$ cat src/rtl/mem_stage_pkg.sv
// Shared types for the memory stage: control word, funct3 encodings,
// FSM states and the access-size helper.
package mem_stage_pkg;

  typedef struct packed {
    logic       reg_write;
    logic [4:0] rd;
    logic       mem_read;
    logic       mem_write;
    logic [2:0] funct3;
  } control_type;

  localparam logic [2:0] F3_B  = 3'b000;
  localparam logic [2:0] F3_H  = 3'b001;
  localparam logic [2:0] F3_W  = 3'b010;
  localparam logic [2:0] F3_BU = 3'b100;
  localparam logic [2:0] F3_HU = 3'b101;

  typedef enum logic [1:0] {
    IDLE,
    REQ,
    WAIT,
    DRAIN
  } mem_state_e;

  typedef enum logic [1:0] {
    SZ_B,
    SZ_H,
    SZ_W
  } mem_size_e;

  // Unsigned variants only exist for loads; anything undefined is a word.
  function automatic mem_size_e size_of(
    input logic [2:0] f3,
    input logic       st
  );
    mem_size_e s;
    s = SZ_W;
    if (f3 == F3_B || (!st && f3 == F3_BU))
      s = SZ_B;
    else if (f3 == F3_H || (!st && f3 == F3_HU))
      s = SZ_H;
    return s;
  endfunction

endpackage

$ cat src/rtl/mem_lane_align.sv
// Byte-lane steering: enables and replicated data for stores,
// lane extraction with sign/zero extension for loads.
module mem_lane_align
  import mem_stage_pkg::*;
(
  input  logic [1:0]  off,
  input  logic [2:0]  funct3,
  input  logic        store,
  input  logic [31:0] sdata,
  input  logic [31:0] rdata,
  output logic [3:0]  be,
  output logic [31:0] wdata,
  output logic [31:0] ldata,
  output logic        misaligned
);

  mem_size_e   size;
  logic        sx;
  logic [7:0]  byte_l;
  logic [15:0] half_l;

  assign size   = size_of(funct3, store);
  assign sx     = ~funct3[2];
  assign half_l = off[1] ? rdata[31:16] : rdata[15:0];

  always_comb begin
    byte_l = rdata[7:0];
    unique case (off)
      2'd0: byte_l = rdata[7:0];
      2'd1: byte_l = rdata[15:8];
      2'd2: byte_l = rdata[23:16];
      2'd3: byte_l = rdata[31:24];
    endcase
  end

  always_comb begin
    be         = 4'b1111;
    wdata      = sdata;
    ldata      = rdata;
    misaligned = 1'b0;
    unique case (1'b1)
      size == SZ_B: begin
        be    = 4'b0001 << off;
        wdata = {4{sdata[7:0]}};
        ldata = {{24{sx & byte_l[7]}}, byte_l};
      end
      size == SZ_H: begin
        be         = off[1] ? 4'b1100 : 4'b0011;
        wdata      = {2{sdata[15:0]}};
        ldata      = {{16{sx & half_l[15]}}, half_l};
        misaligned = off[0];
      end
      default: begin
        misaligned = |off;
      end
    endcase
  end

endmodule

$ cat src/rtl/mem_stage.sv
// Memory pipeline stage: req/gnt/rvalid data access with alignment,
// flush draining and bounded wait.
module mem_stage
  import mem_stage_pkg::*;
#(
  parameter int unsigned MAX_WAIT = 255
) (
  input  logic        clk,
  input  logic        rst_n,
  input  logic        ex_valid,
  output logic        ex_ready,
  input  logic [31:0] alu_data,
  input  logic [31:0] memory_data,
  input  control_type control_in,
  input  logic        flush,
  output logic        dmem_req,
  output logic        dmem_we,
  output logic [31:0] dmem_addr,
  output logic [3:0]  dmem_be,
  output logic [31:0] dmem_wdata,
  input  logic        dmem_gnt,
  input  logic        dmem_rvalid,
  input  logic [31:0] dmem_rdata,
  output logic        wb_valid,
  output logic [31:0] wb_data,
  output control_type control_out,
  output logic        misaligned,
  output logic        timeout_err
);

  localparam logic [7:0] LIMIT = 8'(MAX_WAIT - 1);

  mem_state_e  state, state_d;
  control_type op_ctrl;
  logic [31:0] op_alu;
  logic [7:0]  cnt;
  logic        idle, is_mem, accept, expire, done, tmo;
  logic [3:0]  al_be;
  logic [31:0] al_wdata, al_ldata;
  logic        al_mis, bad;

  assign idle      = state == IDLE;
  assign ex_ready  = idle;
  assign is_mem    = control_in.mem_read | control_in.mem_write;
  assign accept    = ex_valid & idle & ~flush;
  assign expire    = cnt >= LIMIT;
  assign bad       = is_mem & al_mis;
  assign dmem_addr = {op_alu[31:2], 2'b00};

  // In IDLE the aligner sees the incoming op, otherwise the held one.
  mem_lane_align u_align (
    .off        (idle ? alu_data[1:0] : op_alu[1:0]),
    .funct3     (idle ? control_in.funct3 : op_ctrl.funct3),
    .store      (idle ? control_in.mem_write : op_ctrl.mem_write),
    .sdata      (memory_data),
    .rdata      (dmem_rdata),
    .be         (al_be),
    .wdata      (al_wdata),
    .ldata      (al_ldata),
    .misaligned (al_mis)
  );

  always_comb begin
    state_d = state;
    done    = 1'b0;
    tmo     = 1'b0;
    unique case (state)
      IDLE: if (accept && is_mem && !al_mis) state_d = REQ;
      REQ: begin
        if (flush)
          state_d = (dmem_gnt && !dmem_we && !dmem_rvalid) ? DRAIN : IDLE;
        else if (dmem_gnt && (dmem_we || dmem_rvalid)) begin
          state_d = IDLE;
          done    = 1'b1;
        end else if (dmem_gnt)
          state_d = WAIT;
        else if (expire) begin
          state_d = IDLE;
          tmo     = 1'b1;
        end
      end
      WAIT: begin
        if (flush)
          state_d = dmem_rvalid ? IDLE : DRAIN;
        else if (dmem_rvalid) begin
          state_d = IDLE;
          done    = 1'b1;
        end else if (expire) begin
          state_d = IDLE;
          tmo     = 1'b1;
        end
      end
      DRAIN: begin
        if (dmem_rvalid)
          state_d = IDLE;
        else if (expire) begin
          state_d = IDLE;
          tmo     = 1'b1;
        end
      end
      default: state_d = IDLE;
    endcase
  end

  always_ff @(posedge clk) begin
    if (!rst_n) state <= IDLE;
    else        state <= state_d;
  end

  always_ff @(posedge clk) begin
    if (!rst_n || state_d == IDLE) cnt <= '0;
    else if (!idle)                cnt <= cnt + 8'd1;
  end

  always_ff @(posedge clk) begin
    if (!rst_n) begin
      op_ctrl     <= '0;
      op_alu      <= '0;
      dmem_req    <= 1'b0;
      dmem_we     <= 1'b0;
      dmem_be     <= '0;
      dmem_wdata  <= '0;
      wb_valid    <= 1'b0;
      wb_data     <= '0;
      control_out <= '0;
      misaligned  <= 1'b0;
      timeout_err <= 1'b0;
    end else begin
      wb_valid    <= 1'b0;
      misaligned  <= 1'b0;
      timeout_err <= tmo;
      dmem_req    <= state_d == REQ;
      if (accept) begin
        op_ctrl    <= control_in;
        op_alu     <= alu_data;
        dmem_we    <= control_in.mem_write;
        dmem_be    <= al_be;
        dmem_wdata <= al_wdata;
        if (!is_mem || bad) begin
          wb_valid    <= 1'b1;
          wb_data     <= bad ? 32'h0 : alu_data;
          misaligned  <= bad;
          control_out <= control_in;
        end
      end
      if (done) begin
        wb_valid    <= 1'b1;
        wb_data     <= dmem_we ? op_alu : al_ldata;
        control_out <= op_ctrl;
      end
    end
  end

endmodule

$ cat config.mk
export PLATFORM = sky130hd
export DESIGN_NAME = mem_stage
export DESIGN_NICKNAME = d
export VERILOG_FILES = /design/src/rtl/mem_stage_pkg.sv /design/src/rtl/mem_lane_align.sv /design/src/rtl/mem_stage.sv
export SDC_FILE = /design/constraint.sdc
export NUM_CORES = 1
export LEC_CHECK = 0
export BUFFER_PORTS_ARGS = -buffer_cell sky130_fd_sc_hd__buf_2
export CAP_MARGIN = 20
export CORE_ASPECT_RATIO = 1.2
export CORE_MARGIN = 2
export CORE_UTILIZATION = 40
export DETAILED_ROUTE_END_ITERATION = 10
export GPL_TIMING_DRIVEN = 0
export PLACE_DENSITY = 0.72
export SLEW_MARGIN = 5
export SYNTH_ARGS = -nofsm -noshare
export SYNTH_HDL_FRONTEND = slang
export SYNTH_SLANG_ARGS = --single-unit
$ cat constraint.sdc
create_clock -name clk -period 2.5 [get_ports clk]
set_input_delay 0.5 -clock clk [delete_from_list [all_inputs] [get_ports clk]]
set_output_delay 0.5 -clock clk [all_outputs]
set_load 0.005 [all_outputs]
Yosys cells after proc, flatten, opt, wreduce, memory -nomap -nowiden. Index checks and enable logic that the tools add are counted.

Input port bits: 113. Word-level logic and storage cells: 115. Flip-flop bits (word level): 136. Output and inout bits: 117.

Equality and inequality tests: 11. $add $sub $neg: 1. $lt $le $gt $ge: 1. Shifts and indexed selects: 1. Mux-type cells: 45. Bitwise operators: 8. Reduce and logical (&&, ||, !) cells: 28.

Operators by type and width (number): 32-bit two-way mux (5); 32-bit one-hot mux with 2 select lines (2); 11-bit two-way mux (3); 8-bit one-hot mux with 4 select lines (1); 2-bit two-way mux (12); 16-bit two-way mux (1); 1-bit two-way mux (14); 8-bit by 1-bit adder with 8-bit output (second input constant) (1); 2-bit by 1-bit equality test with 1-bit output (second input constant) (4); 2-bit equality test (second input constant) (4); 8-bit greater-or-equal comparator (second input constant) (1); 2-bit zero test (4); 2-bit one-hot mux with 4 select lines (1); 4-bit one-hot mux with 2 select lines (1); 1-bit logical AND (7); 3-bit equality test (second input constant) (2); 1-bit zero test (6); 1-bit AND (5); 1-bit logical OR (5); 4-bit two-way mux (1); 1-bit one-hot mux with 2 select lines (2); 2-bit nonzero test (2); 1-bit by 2-bit left shift with 4-bit output (first input constant) (1); 3-bit by 1-bit equality test with 1-bit output (second input constant) (1); 8 further kinds (9).

Depth between registers and ports, before layout.
Depth in word-level cells: 15. Gate-level depth with buffers: 11. Depth with buffers taken out: 8.

Cells and area by module. Synthesis repeated with hierarchy kept, for this count alone.

Cell total of the unflattened synthesis: 915. Area, all modules: 7240.7 sq um.

By module, submodules not included: mem_stage (times used 1, sequential area each 2722.6 sq um, area an instance 5894.4 sq um, cells an instance 722); mem_lane_align (times used 1, sequential area each 0.0 sq um, area an instance 1346.3 sq um, cells an instance 193).

Worst setup path after synthesis. OpenSTA, ideal clock, no wires.

Path type: reg2reg. From: register state[0]. To: register wb_data[30]. Period minus slack after synthesis: 2338 ps. Setup time: 117 ps. Data required time: 2383 ps. Cell stages (with the launch flop): 11. Arrival time: 2221 ps. Path buffers: 2. Path slack: 162 ps. Cell sequence: dfxtp_1 -> inv_1 -> ha_1 -> buf_6 -> or3_4 -> and2_4 -> o22a_4 -> o211ai_4 -> buf_6 -> a221oi_2 -> o22a_1.

Longest elaborated chain between the ends: 14. Elaborated cells on any way between the ends: 44. Those cells by class: eq/ne (9); mux (15); bitwise (6); reduce/logical (14).

Ends and longest elaborated chain: start: declaration (RTL line mem_stage.sv:33) `mem_state_e state, state_d;`; start signal: assignment (RTL line mem_stage.sv:107) `else state <= state_d;`; 2-bit zero test (RTL line mem_stage.sv:42) `assign idle = state == IDLE;`; 3-bit two-way mux / 1-bit two-way mux (equally long branches) (RTL line mem_stage.sv:53, mem_stage.sv:54); 3-bit equality test / 1-bit zero test (equally long branches) (RTL line mem_stage_pkg.sv:41, mem_stage_pkg.sv:39); 1-bit logical AND (RTL line mem_stage_pkg.sv:41) `else if (f3 == F3_H || (!st && f3 == F3_HU))`; 1-bit logical OR (RTL line mem_stage_pkg.sv:41); 2-bit two-way mux (RTL line mem_stage_pkg.sv:41); 2-bit two-way mux (RTL line mem_stage_pkg.sv:39) `if (f3 == F3_B || (!st && f3 == F3_BU))`; 2-bit by 1-bit equality test with 1-bit output / 2-bit zero test (equally long branches) (RTL line mem_lane_align.sv:47, mem_lane_align.sv:42); 1-bit one-hot mux with 2 select lines (RTL line mem_lane_align.sv:41) `unique case (1'b1)`; 1-bit AND (RTL line mem_stage.sv:47) `assign bad = is_mem & al_mis;`; 32-bit two-way mux (RTL line mem_stage.sv:141) `wb_data <= bad ? 32'h0 : alu_data;`; 32-bit two-way mux (RTL line mem_stage.sv:139) `if (!is_mem || bad) begin`; 32-bit two-way mux (RTL line mem_stage.sv:133) `if (accept) begin`; 32-bit two-way mux (RTL line mem_stage.sv:146) `if (done) begin`; end signal: assignment (RTL line mem_stage.sv:141); end signal: assignment (RTL line mem_stage.sv:148) `wb_data <= dmem_we ? op_alu : al_ldata;`; end: declaration (RTL line mem_stage.sv:25) `output logic [31:0] wb_data,`.

Parallel ways exist; a longest one is shown, timed or not. The select of a mux whose other input is x is not followed. A chain may end at the register's enable or synchronous reset.

Final worst setup path. Same ends and word-level chain as after synthesis.

==> flow_summary.toml <==
[outcome]
outcome = "finished clean"

[worst_setup_path]
cp_top_family = "compound AO/OA/AOI/OAI gates"
cp_num_buf_inv = 3
endpoint_kind = "flip-flop"
cp-start-kind = "flip-flop"
worst_path_max_delay_cell = "a2111oi_4"
cp.required_ps = 2830
critPathArrivalTime_ps = 2740
worstSetupPathType = "reg -> reg"
cpPeakStageDelay_ps = 480
worstPathMaxFanout = 9
cp_cell_sequence = "inv_2, ha_4, nor3_2, a2111o_1, buf_6, a2111oi_4, or3_4, buf_8, nor2_1, o22a_1"

[power]
power_density_mw_per_mm2 = 846
vdd.ir_drop.worst_v = 0.000487
leakagePower_nw = 4.10
finalPower_mw = 7.99

[placed_design]
gp_congestion = 0.938
dpl.hpwl_um = 20000
place_ws_ps = -336
place_inst = 1363
portBuffers = 226

[logic_synthesis]
syn-cell-area_mm2 = 0.00709
synth_compound_area_share_pct = 27.8
yosysUniqueCellTypes = 75
ys_async_sr_fraction_pct = 0
synth_top_family_by_area = "compound AO/OA/AOI/OAI gates"
synth_simple_gate_area_share_pct = 20.2
yosys.area.top_type = "dfxtp_1"
avgSynthCellArea_um2 = 7.74
synthCells = 916
ys_warn_count = 0
synth_fa_ha_area_share_pct = 1.24
synthTopCellsByCount = "nand2_1 (207), dfxtp_1 (136), a21oi_1 (104), nor2_1 (56), o21ai_0 (47)"
synthMuxAreaShare_pct = 1.82
synth_top_area_share_pct = 38.4
yosys-top-cells-area = "dfxtp_1 (38%), nand2_1 (11%), a21oi_1 (7.3%), buf_4 (3.8%), a221o_1 (3.4%)"
synth-edff-count = 0
synthFlopType = "dfxtp_1"
synth_seq_area_share_pct = 38.4
synth_xor_area_share_pct = 0.865
ys_ff_latch = 136
synth.most_common_cell = "nand2_1"

[global_routing]
overflow = 0
grt_use_total_pct = 28.0
grt_max_degree = 17
grt_pass1_wl_um = 40900
first_global_vias = 7517
antenna_found_initial = 6

[route]
post_drt_wl_per_cell_um = 19.2
num_vias = 8012
drt_pass1_iterations = 6
postRouteAntennaNets = 0
wl_um = 27200
via_per_inst = 5.67
drc = 0
drtIter0Drc = 854

[timing]
hold_violations = 0
fin_setup_tns_ps = 0
setup_ws_ps = 88.8
slew-limit-headroom_pct = 52.0
tightestPinTransition_ps = 720
setup_viol = 0
finalCritPeriodShare_pct = 96.4
max_clock_freq_ghz = 0.415
slew_violations = 0
min_period_ps = 2410
whs_ps = 309
fin_skew_ps = 9.43

[die]
dieArea_mm2 = 0.0188
ios = 230
fp.dieH_um = 150
coreArea_mm2 = 0.0174
start_util_pct = 40.6
fp-row-count = 53
die_w_um = 126

[cts]
cts_tree = "yes"
clock-root-buffer = "clkbuf_16"
postCtsHoldBufs = 0
numClockSinks = 136
insertion_delay_ps = 430
cts.path.max_buffers = 2
path_clk_slew_ps = 60
htreeDepth = 4
cts_buffers = 17

[cells_and_area]
drive_above_1_share_pct = 32.4
layout.nets = 1296
layout.cells.non_filler = 1414
area_growth_pct = 33.2

[flow_run]
timing.max_cap.violations = 0

[worst_hold_path]
min_path_type = "in -> reg"
[per-stage QoR]
step / instance area [µm²] / utilization (%)
floorplan: 7090 / -
CTS: 9280 / 53.2
finish: 9450 / 54.2
detailed placement: 8500 / 48.7
global route: 9440 / 54.1
global placement: 8500 / 48.7
[worst min-delay path: stages]
cell and delay, ps:
buf_2 100, nand2_1 50, a21oi_1 50
[placed cells by master (no fill, tap or decap), types with 5 or more instances in the layout]
cell type,count
nor3_2,5
ha_1,6
nand2_1,206
buf_2,240
o31ai_1,8
buf_6,5
xor2_1,5
o211ai_1,13
clkbuf_1,35
o21ai_0,46
nor2_1,55
clkbuf_16,17
a221o_1,24
inv_1,29
a31oi_1,19
diode_2,6
a311oi_1,19
buf_4,53
dfxtp_1,134
nor2b_1,8
nand3_1,30
a21oi_1,104
clkbuf_2,5
a22oi_1,10
[worst paths after layout]
path                   from              to  slack, ps  cells past startpoint
max reg2reg        state[0]     wb_data[30]         90                     10
max                state[0]     wb_data[30]         90                     10
min reg2reg  dmem_wdata[27]  dmem_wdata[27]        450                      2
min            alu_data[23]      op_alu[23]        310                      3
[logic make-up (layout without fill, tap and decap cells)]
logic type,count (synthesis),count (layout)
other,1,8
muxes,10,10
xor gates and xnor gates,7,7
DFF,136,136
adders and majority gates,7,7
and+or+nand+nor,335,335
buffers and inverters,133,404
AOI/OAI and AO/OA,287,287
[where the power goes]
part	leakage (nW)	internal, mW	total (mW)	switching (mW)
Sequential	1.11	2.43	2.59	0.162
Combinational	2.68	1.08	2.67	1.59
Clock	0.303	1.72	2.72	1.00
[state kept, by name (all words and copies together), names as in the netlist]
name,cells
state,2
control_out,11
cnt,8
timeout_err,1
op_ctrl,11
wb_data,32
dmem_wdata,32
dmem_req,1
misaligned,1
op_alu,32
wb_valid,1
dmem_be,4
[per-layer routing]
| layer | vias up | share of wire (%) | global-route usage [%] |
|---|---|---|---|
| met3 | 92 | 9.6 | 5.76 |
| met2 | 529 | 46 | 45.6 |
| met4 | 0 | 5.1 | 16.6 |
| met1 | 3660 | 39 | 34.3 |
| li1 | 3731 | - | - |
| met5 | - | 0 | 0 |
[final cells by class]
cell class / count / area (µm²)
sequential: 136 / 2730
fill: 1666 / 8000
timing repair buffer: 241 / 1240
clock inverter: 11 / 171
multi-input combinational: 648 / 3840
inverter: 31 / 116
tap: 220 / 275
buffer: 101 / 602
antenna: 6 / 15.0
clock buffer: 20 / 457
[what timing repair did]
item	4_1_cts	5_1_grt
pin swaps	4	6
endpoints found under the setup margin	124	104
setup buffers	6	9
gates resized for setup	28	24
gates cloned	0	0
Note: power is estimated with default switching activity, not from simulation.
